[src/rtl/fetch_stage_if.sv]
// Fetch-stage bus bundle: byte-wide memory read port, decode handshake and redirect input.
interface fetch_stage_if;
    logic        mem_req;
    logic [15:0] mem_addr;
    logic [7:0]  mem_rdata;
    logic        mem_ack;
    logic [23:0] f_to_d_reg;
    logic        f_valid;
    logic        d_ready;
    logic [15:0] f_pc;
    logic [1:0]  f_len;
    logic        redirect_valid;
    logic [15:0] redirect_pc;

    modport master (
        output mem_req, mem_addr, f_to_d_reg, f_valid, f_pc, f_len,
        input  mem_rdata, mem_ack, d_ready, redirect_valid, redirect_pc
    );
    modport slave (
        input  mem_req, mem_addr, f_to_d_reg, f_valid, f_pc, f_len,
        output mem_rdata, mem_ack, d_ready, redirect_valid, redirect_pc
    );
endinterface

[src/rtl/fetch_stage.sv]
// 6502 fetch stage: loads PC from the reset vector, then fetches and sizes instructions
// byte by byte and hands {opcode,op1,op2} to decode; execute may redirect the PC.
module fetch_stage #(
    parameter logic [15:0] VEC_ADDR = 16'hFFFC
) (
    input  logic          clk,
    input  logic          rst,
    fetch_stage_if.master bus
);
    typedef enum logic [2:0] {
        VEC_LO, VEC_HI, FETCH_OP, FETCH_B1, FETCH_B2, OUT, DRAIN
    } state_e;

    state_e      state_q, state_d;
    logic [15:0] pc_q, pc_d;
    logic [15:0] f_pc_q, f_pc_d;
    logic [15:0] drain_addr_q, drain_addr_d;
    logic [7:0]  opc_q, opc_d, op1_q, op1_d, op2_q, op2_d;
    logic [1:0]  len_q, len_d;
    logic        req;
    logic [15:0] addr;
    logic        redir;
    logic        take;

    function automatic logic [1:0] op_len(input logic [7:0] op);
        logic [3:0] lo;
        logic [3:0] hi;
        lo = op[3:0];
        hi = op[7:4];
        case (lo)
            4'h0: begin
                if (hi == 4'h0 || hi == 4'h4 || hi == 4'h6) op_len = 2'd1;
                else if (hi == 4'h2)                        op_len = 2'd3;
                else                                        op_len = 2'd2;
            end
            4'h1, 4'h2, 4'h4, 4'h5, 4'h6: op_len = 2'd2;
            4'h9:                         op_len = hi[0] ? 2'd3 : 2'd2;
            4'hC, 4'hD, 4'hE:             op_len = 2'd3;
            default:                      op_len = 2'd1;
        endcase
    endfunction

    always_comb begin
        req  = 1'b0;
        addr = 16'h0000;
        case (state_q)
            VEC_LO:                       begin req = 1'b1; addr = VEC_ADDR; end
            VEC_HI:                       begin req = 1'b1; addr = VEC_ADDR + 16'd1; end
            FETCH_OP, FETCH_B1, FETCH_B2: begin req = 1'b1; addr = pc_q; end
            DRAIN:                        begin req = 1'b1; addr = drain_addr_q; end
            default:                      ;
        endcase
    end

    assign redir = bus.redirect_valid && state_q != VEC_LO && state_q != VEC_HI;
    // A redirect wins over any data arriving in the same cycle.
    assign take  = req && bus.mem_ack && !redir;

    always_comb begin
        state_d      = state_q;
        pc_d         = pc_q;
        f_pc_d       = f_pc_q;
        drain_addr_d = drain_addr_q;
        opc_d        = opc_q;
        op1_d        = op1_q;
        op2_d        = op2_q;
        len_d        = len_q;
        case (state_q)
            VEC_LO: if (take) begin
                pc_d[7:0] = bus.mem_rdata;
                state_d   = VEC_HI;
            end
            VEC_HI: if (take) begin
                pc_d[15:8] = bus.mem_rdata;
                state_d    = FETCH_OP;
            end
            FETCH_OP: if (take) begin
                opc_d   = bus.mem_rdata;
                op1_d   = 8'h00;
                op2_d   = 8'h00;
                f_pc_d  = pc_q;
                pc_d    = pc_q + 16'd1;
                len_d   = op_len(bus.mem_rdata);
                state_d = (len_d == 2'd1) ? OUT : FETCH_B1;
            end
            FETCH_B1: if (take) begin
                op1_d   = bus.mem_rdata;
                pc_d    = pc_q + 16'd1;
                state_d = (len_q == 2'd2) ? OUT : FETCH_B2;
            end
            FETCH_B2: if (take) begin
                op2_d   = bus.mem_rdata;
                pc_d    = pc_q + 16'd1;
                state_d = OUT;
            end
            OUT:     if (bus.d_ready) state_d = FETCH_OP;
            DRAIN:   if (take)        state_d = FETCH_OP;
            default: state_d = VEC_LO;
        endcase
        // An unacked read must still complete on the bus, so park its address in DRAIN.
        if (redir) begin
            pc_d = bus.redirect_pc;
            if (req && !bus.mem_ack) begin
                state_d      = DRAIN;
                drain_addr_d = addr;
            end else begin
                state_d = FETCH_OP;
            end
        end
    end

    always_ff @(posedge clk) begin
        if (rst) begin
            state_q      <= VEC_LO;
            pc_q         <= 16'h0000;
            f_pc_q       <= 16'h0000;
            drain_addr_q <= 16'h0000;
            opc_q        <= 8'h00;
            op1_q        <= 8'h00;
            op2_q        <= 8'h00;
            len_q        <= 2'd0;
        end else begin
            state_q      <= state_d;
            pc_q         <= pc_d;
            f_pc_q       <= f_pc_d;
            drain_addr_q <= drain_addr_d;
            opc_q        <= opc_d;
            op1_q        <= op1_d;
            op2_q        <= op2_d;
            len_q        <= len_d;
        end
    end

    assign bus.mem_req    = req && !rst;
    assign bus.mem_addr   = rst ? 16'h0000 : addr;
    assign bus.f_valid    = (state_q == OUT) && !rst;
    assign bus.f_to_d_reg = {opc_q, op1_q, op2_q};
    assign bus.f_pc       = f_pc_q;
    assign bus.f_len      = len_q;
endmodule

[src/flat_wrapper.sv]
// flat-port wrapper written by rule: the top's interface ports become plain ports
module fetch_stage_flat 
#(
    parameter logic [15:0] VEC_ADDR = 16'hFFFC
)
  (clk, rst, bus_mem_req, bus_mem_addr, bus_f_to_d_reg, bus_f_valid, bus_f_pc, bus_f_len, bus_mem_rdata, bus_mem_ack, bus_d_ready, bus_redirect_valid, bus_redirect_pc);
  fetch_stage_if bus_i ();
  input  logic clk;
  input  logic rst;
  output wire logic [$bits(bus_i.mem_req)-1:0] bus_mem_req;
  output wire logic [$bits(bus_i.mem_addr)-1:0] bus_mem_addr;
  output wire logic [$bits(bus_i.f_to_d_reg)-1:0] bus_f_to_d_reg;
  output wire logic [$bits(bus_i.f_valid)-1:0] bus_f_valid;
  output wire logic [$bits(bus_i.f_pc)-1:0] bus_f_pc;
  output wire logic [$bits(bus_i.f_len)-1:0] bus_f_len;
  input wire logic [$bits(bus_i.mem_rdata)-1:0] bus_mem_rdata;
  input wire logic [$bits(bus_i.mem_ack)-1:0] bus_mem_ack;
  input wire logic [$bits(bus_i.d_ready)-1:0] bus_d_ready;
  input wire logic [$bits(bus_i.redirect_valid)-1:0] bus_redirect_valid;
  input wire logic [$bits(bus_i.redirect_pc)-1:0] bus_redirect_pc;
  assign bus_mem_req = bus_i.mem_req;
  assign bus_mem_addr = bus_i.mem_addr;
  assign bus_f_to_d_reg = bus_i.f_to_d_reg;
  assign bus_f_valid = bus_i.f_valid;
  assign bus_f_pc = bus_i.f_pc;
  assign bus_f_len = bus_i.f_len;
  assign bus_i.mem_rdata = bus_mem_rdata;
  assign bus_i.mem_ack = bus_mem_ack;
  assign bus_i.d_ready = bus_d_ready;
  assign bus_i.redirect_valid = bus_redirect_valid;
  assign bus_i.redirect_pc = bus_redirect_pc;
  fetch_stage #(.VEC_ADDR(VEC_ADDR)) u_core (.clk(clk), .rst(rst), .bus(bus_i));
endmodule
[config.mk]
export PLATFORM = sky130hd
export DESIGN_NAME = fetch_stage_flat
export DESIGN_NICKNAME = d
export VERILOG_FILES = /design/src/rtl/fetch_stage_if.sv /design/src/rtl/fetch_stage.sv /design/src/flat_wrapper.sv
export SDC_FILE = /design/constraint.sdc
export NUM_CORES = 1
export LEC_CHECK = 0
export BUFFER_PORTS_ARGS = -buffer_cell sky130_fd_sc_hd__buf_2
export CORE_ASPECT_RATIO = 1.25
export CORE_MARGIN = 3
export CORE_UTILIZATION = 39
export CTS_CLUSTER_DIAMETER = 30
export DETAILED_ROUTE_END_ITERATION = 8
export SYNTH_ARGS = -nofsm -noshare
export SYNTH_HDL_FRONTEND = slang
export SYNTH_SLANG_ARGS = --single-unit
[constraint.sdc]
create_clock -name clk -period 2 [get_ports clk]
set_clock_uncertainty 0.05 [all_clocks]
set_input_delay 0.2 -clock clk [delete_from_list [all_inputs] [get_ports clk]]
set_output_delay 0.2 -clock clk [all_outputs]
set_load 0.01 [all_outputs]
## Word-level counts from Yosys, hierarchy flattened

Cells that the tools add are included.

- Add/subtract/negate cells: 1
- Equality and inequality tests: 32
- Mux-type cells: 28
- Reductions and logical operators: 32

Operator list:

| operator | count |
|---|---|
| 16-bit case mux with 4 select lines | 1 |
| 8-bit case mux with 2 select lines | 4 |
| 16-bit 2-to-1 mux | 3 |
| 3-bit 2-to-1 mux | 9 |
| 3-bit by 1-bit inequality test with 1-bit output, second input constant | 8 |
| 4-bit by 3-bit == test with 1-bit output, second input constant | 5 |
| 3-bit case mux with 6 select lines | 1 |
| 16-bit by 1-bit adder with 16-bit output, second input constant | 1 |
| 4-bit == test, second input constant | 4 |
| 8-bit 2-to-1 mux | 2 |
| 3-bit AND reduction | 4 |
| 3-bit == test, second input constant | 3 |
| 3-bit nonzero test | 3 |
| 4-bit by 2-bit == test with 1-bit output, second input constant | 2 |
| 4-bit zero test | 2 |
| 2-bit case mux with 4 select lines | 1 |
| 1-bit logical AND | 7 |
| 3-bit by 2-bit == test with 1-bit output, second input constant | 2 |
| 2-bit 2-to-1 mux | 3 |
| 2-bit by 1-bit inequality test with 1-bit output, second input constant | 3 |
| 6-bit AND reduction | 1 |
| 3-bit OR reduction | 2 |
| 6-bit OR reduction | 1 |
| 5-bit OR reduction | 1 |
| 12 further kinds | 20 |

- Bits in registers: 77
- Input bits: 29
- Output and inout port bits: 60

## Longest topological paths before layout

- Depth in word-level cells: 12
- Gate-level depth with buffers: 8
- Depth with buffers taken out: 6

## Worst setup path before layout

Ideal clock, no wire load.

- Path kind: register to output
- Start: reg u_core.state_q[1]
- End: out bus_mem_addr[10]
- Arrival: 1.478 ns
- Path slack: 0.272 ns
- Cell stages (with the launch flop): 7
- Path through: dfxtp_1 > buf_4 > buf_6 > nor3b_2 > buf_2 > a22oi_1 > a21oi_1

- Longest elaborated chain between the ends: 4
- Elaborated cells on any way between the ends: 9
- Those cells by class: eq/ne: 5; mux: 2; reduce/logical: 2

RTL lines:

| element | RTL line | source |
|---|---|---|
| from (decl) | fetch_stage.sv:14 | `state_e state_q, state_d;` |
| from (signal assigned) | fetch_stage.sv:123 | `state_q <= state_d;` |
| 3-bit by 2-bit == test with 1-bit output / 3-bit == test (equally long branches) | fetch_stage.sv:46 | `case (state_q)` |
| 3-bit OR reduction (no source line) | - |  |
| 16-bit case mux with 4 select lines (*) | fetch_stage.sv:46 |  |
| 16-bit 2-to-1 mux (*) | fetch_stage.sv:135 | `assign bus.mem_addr = rst ? 16'h0000 : addr;` |
| to (decl) | flat_wrapper.sv:11 | `output wire logic [$bits(bus_i.mem_addr)-1:0] bus_mem_addr;` |

Every way passes the cells marked *; elsewhere a longest branch is shown, timed or not.

## Final worst setup path

- Start: reg u_core.state_q[1]
- End: out bus_mem_addr[12]

The elaborated chain is that of the path after synthesis.

==> results.txt <==
- Period minus WS final: 1.97 ns
* Transition at the pin with the smallest max-transition slack: 0.637 ns
* Run status: complete, no violations
- The via count of the first global-routing pass is 4298.
* Maximum count of clock buffers along a single path: 2
* Critical R2R Capture: u_core.pc_q[1]
- Once layout is complete, the cells apart from fillers number 789.
- DRC errors left: 0
* Root Driver: clkbuf_16
* Final global-route overflow total: 0
* Number of synthesized flops with an enable pin: 0
* Maximum level of the CTS H-tree: 3
* DP Cell Count: 764
- Global route hottest layer: met2
- The total count of hold-check failures in the final report was 0.
* Met3 demand-to-capacity share in global routing: 4.39%
- Placed inst area: 4950 sq um
- The synthesized netlist contains 66 unique library cells.
- Setup repair after global routing could not meet its margin everywhere.
- Sinks on the clock net: 77
- The initial antenna violation count came to 0.
* Source-to-sink clock delay at the later pin of the worst-skew pair: 0.34 ns
- The Yosys step of the flow raised 0 warnings.
- Routability cong.: 0.956
- Classification of the worst-slack hold path: input pin to register
* Flop-to-flop setup slack: 0.04 ns
- Dividing total power by cell area gives a power density of 948 nW/um^2.
* Routed wirelength normalized by instance count: 18.5 um
* Final Max Slew Viols: 0
* CP Data Required Time: 1.75 ns
- Ratio of cells with drive above 1 in the final layout: 30.6%
* Most used DFF post-synth: dfxtp_1
- Counting flops and latches in the post-synthesis netlist gives 77.
- The number of nets handed over by synthesis was 566.
- Wire length of the first global-routing pass: 22800 um
- Initial standard-cell utilization of the core: 40.4%
- Detailed-route via count: 4547
- After the last flow step, the layout net total stands at 685.
- Using the TritonRoute via totals, the vias-per-cell ratio works out to 5.76.
- Iteration count of the initial detailed-routing pass: 4
- STA classifies the critical path startpoint as a register.
- Fraction of the yosys area taken by sequential cells: 37.6%
- Compared with the post-synthesis result, the final layout area differs by 32.4%.
- Worst-path clk slew: 0.06 ns
- Proportion of register bits with asynchronous set or reset after synthesis: 0%
- Across every metal layer, demand over resource in global routing totals 24.4%.
* DP HPWL: 10600 um
- Number of nets with antenna violations after detailed routing: 0
- Along the worst path, the maximum fanout reaches 10.
* Height of the die: 121 um
* Number of placement rows: 41
- Max-cap violations in this run came to 0.
* First DRT Iteration DRCs: 268
- Summing all non-filler instances in the final layout gives an area of 5430 sq um.
- In this run the most critical hold path is launched from bus_redirect_pc[12].
* Worst r2r src: u_core.state_q[1]
- Maximum frequency from static timing analysis: 0.507 GHz
* Ports placed on the boundary: 89
- For met1 alone, demand over resource in global routing was 30.1%.
* Final wirelength: 14600 um
- Portion of the clock cycle consumed by the worst path in the final layout: 98.7%
- Setup violations remaining at the end of the flow were counted as 0.
- Post-Synthesis Cells: 536
* Area of the die: 11800 sq um
- Global routing met2 resource utilization: 39.5%
- Worst hold endpoint: u_core.pc_q[12]
- Crit. End Element: primary output
- Entering global routing, the biggest net connects 33 pins.
- Synth Area per Inst: 7.65 sq um
* Post-synthesis instance area: 4100 sq um
- Count of port buffers added during placement: 88
- The worst setup path is of the register to primary output kind.
- The number of clock buffers added by TritonCTS is 9.
* Headroom to the max-slew limit: 57.5%
- For the worst flop-to-flop path, the logic depth is 7.
* Total core area: 10200 sq um
- CTS tree: built
- CP arrival: 1.72 ns
- IR drop worst, VDD: 0.528 mV
- Hold timing on the final database bottoms out at a slack of 0.0984 ns.
- The worst hold path was traced through 3 stages.
- Die width: 97.7 um
- Antenna Diode Count: 0
- The analysis attributes to cell leakage a power of 0.00220 uW.
synth_stat cells (2+ instances only):
cell type	number	area, sq um
nor2_2	2	12.5
xnor2_1	4	35.0
nor3b_2	3	37.5
o221ai_1	5	43.8
o21a_1	3	22.5
o22ai_1	4	25.0
nor3_1	16	80.1
a311oi_1	2	17.5
buf_2	21	105
a221o_1	2	20.0
dfxtp_1	77	1540
mux2i_1	8	80.1
a22oi_1	17	128
buf_1	2	7.51
nor2b_1	4	25.0
o21ai_1	17	85.1
nand2b_1	8	50.1
o211ai_1	6	45.0
a211o_1	2	17.5
nand4_1	2	12.5
a31oi_1	5	31.3
a21oi_1	81	405
a311o_1	2	20.0
xor2_1	3	26.3
o221a_2	2	22.5
nor4_1	4	25.0
or3_1	3	18.8
or2_1	2	12.5
nand3_1	13	65.1
a211oi_1	5	37.5
o31ai_1	2	15.0
buf_4	5	37.5
mux2_2	4	45.0
inv_1	9	33.8
clkbuf_1	18	67.6
o21ai_0	29	145
nand2_1	83	312
nor2_1	33	124
per-stage QoR:
step                      setup slack [ns]  util [%]  setup TNS [ns]  total power, uW
after floorplan                      0.272         -               0             2680
after global placement               0.110      48.7               0             3310
after detailed placement            0.0934      48.7               0             3320
after CTS                          -0.0216      52.4         -0.0216             5080
after global routing               -0.0441      53.5          -0.265             5400
final                               0.0260      53.5               0             5150
sequential cells by signal, indices dropped and copies added, names as in the netlist:
signal               cells
u_core.bus.f_len         2
u_core.bus.f_pc         16
u_core.drain_addr_q     16
u_core.op1_q             8
u_core.op2_q             8
u_core.opc_q             8
u_core.pc_q             16
u_core.state_q           3
cell type report:
type / count / area (sq um)
timing repair buffer: 155 / 1010
clock buffer: 11 / 253
sequential: 77 / 1550
clock inverter: 5 / 57.6
fill: 1006 / 4730
multi-input combinational: 403 / 2350
inverter: 9 / 37.5
tap: 129 / 161
logic make-up (layout without fill, tap and decap cells):
kind of cell	count (synthesis)	after routing	synth area share (%)
AOI/OAI and AO/OA	197	197	29.5
xor gates and xnor gates	7	7	1.50
adders and majority gates	1	1	0.305
buffers and inverters	56	180	6.41
DFF	77	77	37.6
muxes	12	12	3.05
and+or+nand+nor	186	186	21.6
power by group:
part / internal [uW] / switching (uW) / leakage (uW)
Clock: 1040 / 662 / 0.000156
Sequential: 1660 / 115 / 0.000627
Combinational: 732 / 947 / 0.00142
Total: 3420 / 1720 / 0.00220
critical path: stages, from the launching register on:
cell     delay [ns]
dfxtp_4        0.35
buf_12         0.14
or2_4          0.28
nand2_4        0.10
buf_6          0.14
a22oi_2        0.08
a21oi_1        0.14
buf_2          0.16
repair_timing:
item | CTS | global route
buffers inserted | 0 | 7
cloned | 2 | 0
hold buffers | 0 | 0
setup endpoints to repair | 16 | 16
pin swaps | 1 | 14
resized for setup | 10 | 15
endpoints found under the hold margin | 0 | 0
layout by cell type, fill, tap and decap left out, types with 3 or more instances in the layout:
cell	synthesis	final
nor4_1	4	4
a22oi_1	17	12
mux2i_1	8	8
nor2b_1	4	4
a22oi_2	0	5
a31oi_1	5	5
nand2b_1	8	8
nand2_1	83	82
nand3_1	13	13
or3_1	3	3
o221ai_1	5	5
a211oi_1	5	5
xor2_1	3	3
buf_2	21	88
buf_4	5	61
xnor2_1	4	4
o211ai_1	6	6
dfxtp_4	0	3
nor3_1	16	16
o21ai_1	17	18
o22ai_1	4	4
nor2_1	33	33
clkbuf_16	0	9
dfxtp_1	77	74
buf_12	0	3
mux2_2	4	4
a21oi_1	81	79
o21ai_0	29	27
inv_1	9	8
o21a_1	3	3
metal layers:
metal | wire (um) | part of all wire [%] | vias to the layer above
met3 | 906 | 6.2 | 41
li1 | - | - | 2172
met5 | 0 | 0 | -
met4 | 728 | 5.0 | 0
met1 | 6010 | 41 | 2126
met2 | 6980 | 48 | 208
worst max path at each step:
| stage | start | end | slack (ns) | cells past startpoint |
|---|---|---|---|---|
| after floorplan | u_core.state_q[1] | bus_mem_addr[10] | 0.27 | 6 |
| after global placement | u_core.state_q[1] | u_core.pc_q[7] | 0.11 | 6 |
| after detailed placement | u_core.state_q[2] | u_core.pc_q[14] | 0.09 | 6 |
| after CTS | u_core.state_q[1] | bus_mem_addr[0] | -0.02 | 7 |
| after global routing | u_core.state_q[1] | bus_mem_addr[15] | -0.04 | 7 |
| final | u_core.state_q[1] | bus_mem_addr[12] | 0.03 | 7 |
No activity file was read; power rests on OpenSTA's default activity.
